### config.mk
export PLATFORM = sky130hd
export DESIGN_NAME = uart_rx_cfg
export DESIGN_NICKNAME = d
export VERILOG_FILES = /design/src/rtl/uart_pkg.sv /design/src/rtl/uart_rx_sampler.sv /design/src/rtl/uart_rx_cfg.sv
export SDC_FILE = /design/constraint.sdc
export NUM_CORES = 1
export LEC_CHECK = 0
export ABC_AREA = 1
export CAP_MARGIN = 30
export CORE_ASPECT_RATIO = 1.5
export CORE_MARGIN = 2
export CORE_UTILIZATION = 50
export CTS_BUF_LIST = sky130_fd_sc_hd__clkbuf_8
export CTS_CLUSTER_SIZE = 24
export DETAILED_ROUTE_END_ITERATION = 16
export GPL_TIMING_DRIVEN = 0
export PLACE_DENSITY = 0.76
export SETUP_SLACK_MARGIN = 0.4
export SKIP_LAST_GASP = 1
export SLEW_MARGIN = 40
export SYNTH_ARGS = -nofsm -noshare
export SYNTH_HDL_FRONTEND = slang
export SYNTH_SLANG_ARGS = --single-unit
export TNS_END_PERCENT = 30
### constraint.sdc
create_clock -name clk -period 2.7 [get_ports clk]
set_clock_uncertainty 0.15 [all_clocks]
set_input_delay 0.675 -clock clk [delete_from_list [all_inputs] [get_ports clk]]
set_output_delay 0.675 -clock clk [all_outputs]
set_load 0.005 [all_outputs]
### src/rtl/uart_pkg.sv
// Shared types and constants for the configurable UART receive path.
// Pure declarations: no latency, no flow control.
package uart_pkg;

    typedef enum logic [2:0] {
        IDLE    = 3'd0,
        START   = 3'd1,
        DATA    = 3'd2,
        PARITY  = 3'd3,
        STOP    = 3'd4,
        WAIT_HI = 3'd5
    } rx_state_e;

    localparam logic PAR_EVEN     = 1'b0;
    localparam logic PAR_ODD      = 1'b1;
    localparam int   MIN_PRESCALE = 4;

    function automatic logic maj3(input logic a, input logic b, input logic c);
        return (a & b) | (a & c) | (b & c);
    endfunction

endpackage

### src/rtl/uart_rx_sampler.sv
// Line synchroniser, per-bit oversample counter and 3-sample majority vote.
// Latency: 2 cycles line-to-sync, decision at edge_cnt==P/2+1; no backpressure (free running).
module uart_rx_sampler
    import uart_pkg::*;
#(
    parameter int PRESCALE_W = 8
) (
    input  logic                  clk,
    input  logic                  rst,
    input  logic                  line_i,
    input  logic                  run_i,
    input  logic [PRESCALE_W-1:0] prescale_i,
    output logic                  line_sync_o,
    output logic                  bit_val_o,
    output logic                  decide_o,
    output logic                  bit_end_o
);

    logic [1:0]            sync_q;
    logic [1:0]            samp_q;
    logic [PRESCALE_W-1:0] edge_cnt_q;
    logic [PRESCALE_W-1:0] edge_cnt_d;
    logic [PRESCALE_W-1:0] half;

    assign half        = prescale_i >> 1;
    assign line_sync_o = sync_q[1];
    assign decide_o    = run_i && (edge_cnt_q == half + 1'b1);
    assign bit_end_o   = run_i && (edge_cnt_q == prescale_i - 1'b1);
    // Third vote is the live synchronised line at the decision cycle.
    assign bit_val_o   = maj3(samp_q[0], samp_q[1], line_sync_o);

    always_comb begin
        edge_cnt_d = '0;
        if (run_i && !bit_end_o) begin
            edge_cnt_d = edge_cnt_q + 1'b1;
        end
    end

    always_ff @(posedge clk or posedge rst) begin
        if (rst) begin
            sync_q     <= 2'b11;
            samp_q     <= 2'b11;
            edge_cnt_q <= '0;
        end else begin
            sync_q     <= {sync_q[0], line_i};
            edge_cnt_q <= edge_cnt_d;
            if (run_i && (edge_cnt_q == half - 1'b1)) begin
                samp_q[0] <= line_sync_o;
            end
            if (run_i && (edge_cnt_q == half)) begin
                samp_q[1] <= line_sync_o;
            end
        end
    end

endmodule

### src/rtl/uart_rx_cfg.sv
// UART receiver with runtime parity/stop config; frame FSM, shift register, error checks.
// Latency: result pulse one cycle after the last stop-bit decision; no backpressure, pulses are fire-and-forget.
module uart_rx_cfg
    import uart_pkg::*;
#(
    parameter int DATA_WIDTH = 8,
    parameter int PRESCALE_W = 8
) (
    input  logic                  clk,
    input  logic                  rst,
    input  logic                  data_in_wire,
    input  logic [PRESCALE_W-1:0] prescale,
    input  logic                  par_enable,
    input  logic                  par_type,
    input  logic                  stop2,
    output logic [DATA_WIDTH-1:0] data_out_bus,
    output logic                  data_valid_out,
    output logic                  par_err,
    output logic                  stop_err,
    output logic                  busy
);

    localparam int CNT_W = $clog2(DATA_WIDTH + 1);

    rx_state_e             state_q, state_d;
    logic [PRESCALE_W-1:0] prescale_q, prescale_d;
    logic                  par_en_q, par_en_d;
    logic                  par_type_q, par_type_d;
    logic                  stop2_q, stop2_d;
    logic [DATA_WIDTH-1:0] shreg_q, shreg_d;
    logic [CNT_W-1:0]      bit_cnt_q, bit_cnt_d;
    logic                  stop_idx_q, stop_idx_d;
    logic                  par_flag_q, par_flag_d;
    logic [DATA_WIDTH-1:0] dout_q, dout_d;
    logic                  valid_q, valid_d;
    logic                  perr_q, perr_d;
    logic                  serr_q, serr_d;
    logic                  busy_q, busy_d;
    logic                  frame_end;

    logic run, line_sync, bit_val, decide, bit_end;

    assign run = (state_q == START) || (state_q == DATA) ||
                 (state_q == PARITY) || (state_q == STOP);

    uart_rx_sampler #(
        .PRESCALE_W (PRESCALE_W)
    ) u_sampler (
        .clk         (clk),
        .rst         (rst),
        .line_i      (data_in_wire),
        .run_i       (run),
        .prescale_i  (prescale_q),
        .line_sync_o (line_sync),
        .bit_val_o   (bit_val),
        .decide_o    (decide),
        .bit_end_o   (bit_end)
    );

    always_comb begin
        state_d    = state_q;
        prescale_d = prescale_q;
        par_en_d   = par_en_q;
        par_type_d = par_type_q;
        stop2_d    = stop2_q;
        shreg_d    = shreg_q;
        bit_cnt_d  = bit_cnt_q;
        stop_idx_d = stop_idx_q;
        par_flag_d = par_flag_q;
        dout_d     = dout_q;
        valid_d    = 1'b0;
        perr_d     = 1'b0;
        serr_d     = 1'b0;
        frame_end  = 1'b0;

        case (state_q)
            IDLE: begin
                if (!line_sync) begin
                    state_d    = START;
                    prescale_d = (prescale < PRESCALE_W'(MIN_PRESCALE)) ?
                                 PRESCALE_W'(MIN_PRESCALE) : prescale;
                    par_en_d   = par_enable;
                    par_type_d = par_type;
                    stop2_d    = stop2;
                    bit_cnt_d  = '0;
                    stop_idx_d = 1'b0;
                    par_flag_d = 1'b0;
                end
            end
            START: begin
                if (decide && bit_val) begin
                    state_d   = IDLE;
                    frame_end = 1'b1;
                end else if (bit_end) begin
                    state_d = DATA;
                end
            end
            DATA: begin
                if (decide) begin
                    shreg_d   = {bit_val, shreg_q[DATA_WIDTH-1:1]};
                    bit_cnt_d = bit_cnt_q + 1'b1;
                end
                // With P=4 decide and bit_end coincide, so test the updated count.
                if (bit_end && (bit_cnt_d == CNT_W'(DATA_WIDTH))) begin
                    state_d = par_en_q ? PARITY : STOP;
                end
            end
            PARITY: begin
                if (decide && (bit_val != (^shreg_q ^ par_type_q))) begin
                    par_flag_d = 1'b1;
                end
                if (bit_end) begin
                    state_d = STOP;
                end
            end
            STOP: begin
                if (decide && !bit_val) begin
                    serr_d  = 1'b1;
                    state_d = WAIT_HI;
                end else if (decide && (stop_idx_q || !stop2_q)) begin
                    frame_end = 1'b1;
                    state_d   = IDLE;
                    if (par_flag_q) begin
                        perr_d = 1'b1;
                    end else begin
                        valid_d = 1'b1;
                        dout_d  = shreg_q;
                    end
                end else if (bit_end) begin
                    stop_idx_d = 1'b1;
                end
            end
            WAIT_HI: begin
                if (line_sync) begin
                    state_d = IDLE;
                end
            end
            default: state_d = IDLE;
        endcase

        busy_d = (state_d != IDLE) || frame_end;
    end

    always_ff @(posedge clk or posedge rst) begin
        if (rst) begin
            state_q    <= IDLE;
            prescale_q <= PRESCALE_W'(MIN_PRESCALE);
            par_en_q   <= 1'b0;
            par_type_q <= PAR_EVEN;
            stop2_q    <= 1'b0;
            shreg_q    <= '0;
            bit_cnt_q  <= '0;
            stop_idx_q <= 1'b0;
            par_flag_q <= 1'b0;
            dout_q     <= '0;
            valid_q    <= 1'b0;
            perr_q     <= 1'b0;
            serr_q     <= 1'b0;
            busy_q     <= 1'b0;
        end else begin
            state_q    <= state_d;
            prescale_q <= prescale_d;
            par_en_q   <= par_en_d;
            par_type_q <= par_type_d;
            stop2_q    <= stop2_d;
            shreg_q    <= shreg_d;
            bit_cnt_q  <= bit_cnt_d;
            stop_idx_q <= stop_idx_d;
            par_flag_q <= par_flag_d;
            dout_q     <= dout_d;
            valid_q    <= valid_d;
            perr_q     <= perr_d;
            serr_q     <= serr_d;
            busy_q     <= busy_d;
        end
    end

    assign data_out_bus   = dout_q;
    assign data_valid_out = valid_q;
    assign par_err        = perr_q;
    assign stop_err       = serr_q;
    assign busy           = busy_q;

endmodule

* Word-level counts from Yosys, hierarchy flattened
Cells that the tools add are included.
** Storage, ports and cells
- Bits in registers :: 52
- Logic and storage cells :: 116
** Cells by class
- Add/subtract/negate cells :: 5
- $lt $le $gt $ge :: 1
- Equality and inequality tests :: 16
- Mux-type cells :: 37
- Bitwise logic cells :: 9
- Reduce and logical (&&, ||, !) cells :: 30
** Operators by type and width (count)
- 2-to-1 mux 3 bit :: 9
- == test 8 bit :: 3
- 2-to-1 mux 1 bit :: 18
- case mux 3 bit (6 select lines) :: 1
- 2-to-1 mux 8 bit :: 2
- 2-to-1 mux 4 bit :: 3
- logical AND 1 bit :: 10
- adder 7 x 1 -> 8 bit (second input constant) :: 1
- adder 8 x 1 -> 8 bit (second input constant) :: 1
- == test 8 x 7 -> 1 bit :: 1
- < comparator 8 x 3 -> 1 bit (second input constant) :: 1
- inequality test 2 bit (second input constant) :: 4
- case mux 4 bit (2 select lines) :: 1
- XOR reduction 8 bit :: 1
- subtractor 7 x 1 -> 8 bit (second input constant) :: 1
- subtractor 8 x 1 -> 8 bit (second input constant) :: 1
- == test 3 x 2 -> 1 bit (second input constant) :: 2
- == test 3 bit (second input constant) :: 2
- case mux 1 bit (2 select lines) :: 3
- AND reduction 2 bit :: 3
- nonzero test 2 bit :: 3
- logical OR 1 bit :: 5
- AND reduction 5 bit :: 1
- adder 4 x 1 -> 4 bit (second input constant) :: 1
- other kinds (13) :: 20

* Depth between registers and ports, before layout
- Word-level depth :: 13
- Mapped depth :: 18
- Depth with buffers taken out :: 18

* By module
Synthesis repeated with hierarchy kept, for this count alone.
** Unflattened totals
- Cell total of the unflattened synthesis :: 486
- Area total of the unflattened synthesis :: 3445.8 sq um
** Modules (own cells, without submodules)
- uart_rx_cfg :: instances 1, cells each 237, area each 1995.7 sq um, sequential area each 1002.2 sq um
- uart_rx_sampler :: instances 1, cells each 249, area each 1450.1 sq um, sequential area each 305.3 sq um

* Worst setup path after synthesis
OpenSTA, ideal clock, no wires.
- Path kind :: register to register
- Start :: register prescale_q[2]
- End :: register dout_q[1] (netlist: data_out_bus[1])
- Library setup time :: 0.117 ns
- Arrival :: 2.131 ns
- Setup slack :: 0.302 ns
- Stages on the path, launching flop included :: 17
- Buffers on the path :: 1
- Cell sequence :: dfstp_2 -> inv_2 -> ha_1 -> inv_1 -> nand2_1 -> nand2_1 -> nor2_4 -> nand2_2 -> nor2_4 -> nand2_2 -> nor2_8 -> nand2_4 -> nor2_8 -> nand3_4 -> buf_6 -> nand2_2 -> o21ai_2
** Between the ends
- Cells in the longest elaborated chain, start to end :: 6
- Elaborated cells between the ends (all ways) :: 7
- Classes of those cells :: add/sub: 1; eq/ne: 1; bitwise: 1; reduce/logical: 4
** Ends and longest elaborated chain
- start, declared :: RTL line uart_rx_cfg.sv:26 : logic [PRESCALE_W-1:0] prescale_q, prescale_d;
- start signal, assigned :: RTL line uart_rx_cfg.sv:147 : prescale_q <= PRESCALE_W'(MIN_PRESCALE);
- start signal, assigned :: RTL line uart_rx_cfg.sv:162 : prescale_q <= prescale_d;
- adder 7 x 1 -> 8 bit * :: RTL line uart_rx_sampler.sv:27 : assign decide_o = run_i && (edge_cnt_q == half + 1'b1);
- == test 8 bit * :: RTL line uart_rx_sampler.sv:27
- logical AND 1 bit * :: RTL line uart_rx_sampler.sv:27
- logical AND 1 bit :: RTL line uart_rx_cfg.sv:117 : if (decide && !bit_val) begin
- inverter 1 bit (no source line)
- AND reduction 4 bit (no source line) *
- end signal, assigned :: RTL line uart_rx_cfg.sv:170 : dout_q <= dout_d;
- end, declared :: RTL line uart_rx_cfg.sv:34 : logic [DATA_WIDTH-1:0] dout_q, dout_d;
Every way passes the cells marked *; elsewhere a longest branch is shown, timed or not.
A chain may end at the register's enable or synchronous reset.

* Worst setup path in the final report
- Start :: register prescale_q[2]
- End :: register busy_q (netlist: busy)
** Between the ends
- Cells in the longest elaborated chain, start to end :: 11
- Elaborated cells between the ends (all ways) :: 26
- Classes of those cells :: add/sub: 2; eq/ne: 3; mux: 13; reduce/logical: 8
** Ends and longest elaborated chain
- adder 7 x 1 -> 8 bit :: RTL line uart_rx_sampler.sv:27
- == test 8 bit :: RTL line uart_rx_sampler.sv:27
- logical AND 1 bit :: RTL line uart_rx_sampler.sv:27
- 2-to-1 mux 4 bit :: RTL line uart_rx_cfg.sv:99 : if (decide) begin
- 2-to-1 mux 4 bit :: RTL line uart_rx_cfg.sv:76 : case (state_q)
- == test 4 bit :: RTL line uart_rx_cfg.sv:104 : if (bit_end && (bit_cnt_d == CNT_W'(DATA_WIDTH))) begin
- logical AND 1 bit :: RTL line uart_rx_cfg.sv:104
- 2-to-1 mux 3 bit :: RTL line uart_rx_cfg.sv:104
- case mux 3 bit (6 select lines) :: RTL line uart_rx_cfg.sv:76
- nonzero test 3 bit :: RTL line uart_rx_cfg.sv:141 : busy_d = (state_d != IDLE) || frame_end;
- logical OR 1 bit * :: RTL line uart_rx_cfg.sv:141
- via busy_d :: RTL line uart_rx_cfg.sv:38 : logic busy_q, busy_d;
- end signal, assigned :: RTL line uart_rx_cfg.sv:174 : busy_q <= busy_d;
- end, declared :: RTL line uart_rx_cfg.sv:38
Mark *: on every way through the listed nets, which the timed path passes. The rest lies on a longest branch. The select of a mux whose other input is x is not followed.

==> flow_summary.json <==
{
  "clk_latency_ns": 0.33,
  "hold_viol": 0,
  "synth_cell_types": 39,
  "io_buffers": 25,
  "wl_per_cell_um": 14.53,
  "core-area_mm2": 0.006759,
  "max_stage_delay_ns": 0.63,
  "yosysSeqAreaShare_pct": 38.17,
  "synth_area_leader_cell": "dfrtp_1",
  "r2r_end": "busy$_DFF_PP0_",
  "gp_congestion": 0.9481,
  "antenna_found_initial": 0,
  "grt_overflow_total": 0,
  "critPathTopFamily": "simple AND/OR/NAND/NOR gates",
  "endpoint_kind": "flip-flop",
  "synth_top_area_share_pct": 34.33,
  "worstRegToRegCells": 16,
  "track_usage_pct": 24.35,
  "p_per_area_mw_per_mm2": 937.3,
  "die_y_um": 105.4,
  "num_vias": 3079,
  "finalSetupViolations": 0,
  "rows": 37,
  "synth_seq_cells": 52,
  "ys_warn_count": 0,
  "cts-root-buf": "clkbuf_8",
  "worstMarginPinSlew_ns": 0.7298,
  "fin_crit_sh_pct": 93.01,
  "maxCapViolations": 0,
  "status": "completed",
  "dieWidth_um": 71.59,
  "dr.first_iter.drc_count": 136,
  "die_area_mm2": 0.007543,
  "cts_buffers": 5,
  "critPathArrivalTime_ns": 2.57,
  "ant_nets": 0,
  "path_cells": "inv_4 > ha_4 > inv_2 > nand2_2 > nand2_2 > nor2_4 > nand2_2 > nor2_4 > nand2_4 > nor2_8 > buf_8 > o21ai_4 > nor2_4 > nand3_2 > a21oi_2 > nand3_2",
  "cts_sinks": 52,
  "grt_pass1_vias": 3115,
  "hold_depth": 0,
  "cts_htree_levels": 2,
  "worstHoldStart": "u_sampler.sync_q[0]$_DFF_PP1_",
  "required_ns": 2.76,
  "hp-class": "reg2reg",
  "leakage_nw": 2.117,
  "grt_max_degree": 41,
  "cp_num_buf_inv": 3,
  "critPathLaunchType": "flip-flop",
  "start_util_pct": 50.68,
  "ir_drop_uv": 692.9,
  "ff2ff_setup_slack_ns": 0.19,
  "layout_common_cells": "nand2_1, inv_1, dfrtp_1",
  "cts_buffer_depth": 2,
  "rsz0062_at_grt": "true",
  "fin_hold_ws_ns": 0.2110,
  "layout_commonest_cell": "nand2_1",
  "cts.clk_slew.worst_paths_ns": 0.10,
  "cts_tree": "done",
  "drt-pass1-iter-count": 4,
  "synth.avg_cell_area_um2": 7.529,
  "synthTopCellsByArea": "dfrtp_1, nand2_1, inv_1",
  "reg2reg_from": "prescale_q[2]$_DFFE_PP1P_",
  "insertedDiodeCount": 0,
  "whs_endpoint": "u_sampler.sync_q[1]$_DFF_PP1_",
  "worstSetupPathType": "reg2reg",
  "fmax_mhz": 398.2,
  "area_delta_synth_final_pct": 25.16,
  "syn_nets": 474,
  "drv_slew": 0,
  "vias_per_cell": 5.201,
  "grt_pass1_wl_um": 14330,
  "slowest_stage": "dfstp_2",
  "placed_cells": 559,
  "final.setup.tns_ns": 0,
  "postSynthCellCount": 455,
  "wirelength_um": 8601,
  "path_max_fanout": 5,
  "stdcell_count": 592,
  "final_nets": 532,
  "slew_headroom_pct": 51.08,
  "period_needed_ns": 2.511,
  "hold_buffers": 0,
  "drive_gt1_share_pct": 27.82,
  "ios": 26,
  "post-dp-hpwl_um": 6183,
  "route.detailed.drc": 0,
  "syn_area_mm2": 0.003426
}
[worst reg2reg max path: stages (launching register included)]
cell and delay (ns):
dfstp_2 0.63, inv_4 0.06, ha_4 0.27, inv_2 0.03, nand2_2 0.06, nand2_2 0.06
nor2_4 0.09, nand2_2 0.06, nor2_4 0.10, nand2_4 0.09, nor2_8 0.14, buf_8 0.15
o21ai_4 0.07, nor2_4 0.12, nand3_2 0.08, a21oi_2 0.16, nand3_2 0.08
[final cells by class]
type / instances / area (um^2)
buffer: 11 / 102.6
clock buffer: 5 / 68.82
clock inverter: 3 / 46.29
fill: 574 / 2471
inverter: 67 / 257.7
multi-input combinational: 325 / 1912
sequential: 52 / 1309
tap: 78 / 97.59
timing repair buffer: 51 / 494.2
[where the power goes]
group          internal [mW]  total [mW]  switching (mW)  leakage [nW]
registers              0.962        1.13           0.166         0.676
clock network          0.280       0.567           0.288        0.0548
logic                  0.923        2.32            1.40          1.39
[worst max-delay path by stage]
stage / slack, ns / endpoint / from / cells after the start
3_5_place_dp: 0.11 / data_out_bus[1]$_DFFE_PP0P_ / prescale_q[2]$_DFFE_PP1P_ / 16
5_1_grt: 0.05 / busy$_DFF_PP0_ / prescale_q[2]$_DFFE_PP1P_ / 16
2_1_floorplan: 0.36 / data_out_bus[1]$_DFFE_PP0P_ / prescale_q[2]$_DFFE_PP1P_ / 16
4_1_cts: 0.19 / busy$_DFF_PP0_ / prescale_q[2]$_DFFE_PP1P_ / 16
6_report: 0.19 / busy$_DFF_PP0_ / prescale_q[2]$_DFFE_PP1P_ / 16
3_3_place_gp: -0.33 / bit_cnt_q[2]$_DFFE_PP0P_ / rst / 2
[metrics by stage]
step	cell area, um^2	total power [mW]	setup WS (ns)	util (%)
global placement	3800	3.050	-0.3287	56.22
floorplan	3452	2.699	0.3646	-
finish	4288	4.019	0.1887	63.44
CTS	4135	3.907	0.1939	61.18
global route	4288	4.336	0.04573	63.44
detailed placement	3827	3.122	0.1076	56.63
[Yosys cell counts, drive strengths merged]
cell type / n
ha: 5
or2: 1
nor3b: 2
nand2: 154
o21bai: 1
dfstp: 5
and2: 1
a211oi: 1
clkbuf: 4
clkinv: 1
xnor2: 9
nor3: 8
nand3: 30
a21oi: 9
o211ai: 1
a31oi: 2
buf: 7
nand4: 6
xor2: 11
o21ai: 36
dfrtp: 47
nor4: 5
nor2: 43
inv: 66
[sequential cells by signal (all words and copies together), names as in the netlist, 2 cells and up]
register              count
bit_cnt_q                 4
data_out_bus              8
prescale_q                8
shreg_q                   8
state_q                   3
u_sampler.edge_cnt_q      8
u_sampler.samp_q          2
u_sampler.sync_q          2
[kinds of logic after synthesis]
kind of cell / synth area share (%)
AOI/OAI and AO/OA: 8.802
adders and majority gates: 1.826
xor gates and xnor gates: 5.113
buffers and inverters: 9.934
and+or+nand+nor: 36.16
DFF: 38.17
[routing by layer]
| metal | up-vias | track usage [%] | share of wire, % |
|---|---|---|---|
| li1 | 1539 | - | - |
| met1 | 1445 | 26.41 | 37 |
| met2 | 69 | 44.64 | 55 |
| met3 | 26 | 3.250 | 3.0 |
| met4 | 0 | 12.67 | 4.4 |
| met5 | - | 0 | 0 |
[what timing repair did]
| action | 4_1_cts | 5_1_grt |
|---|---|---|
| pin swaps | 7 | 5 |
| hold endpoints to repair | 0 | 0 |
| gates resized for setup | 14 | 23 |
| buffers inserted | 16 | 7 |
| gates cloned | 1 | 1 |
| endpoints found under the setup margin | 22 | 37 |
No activity file was read; power rests on OpenSTA's default activity.
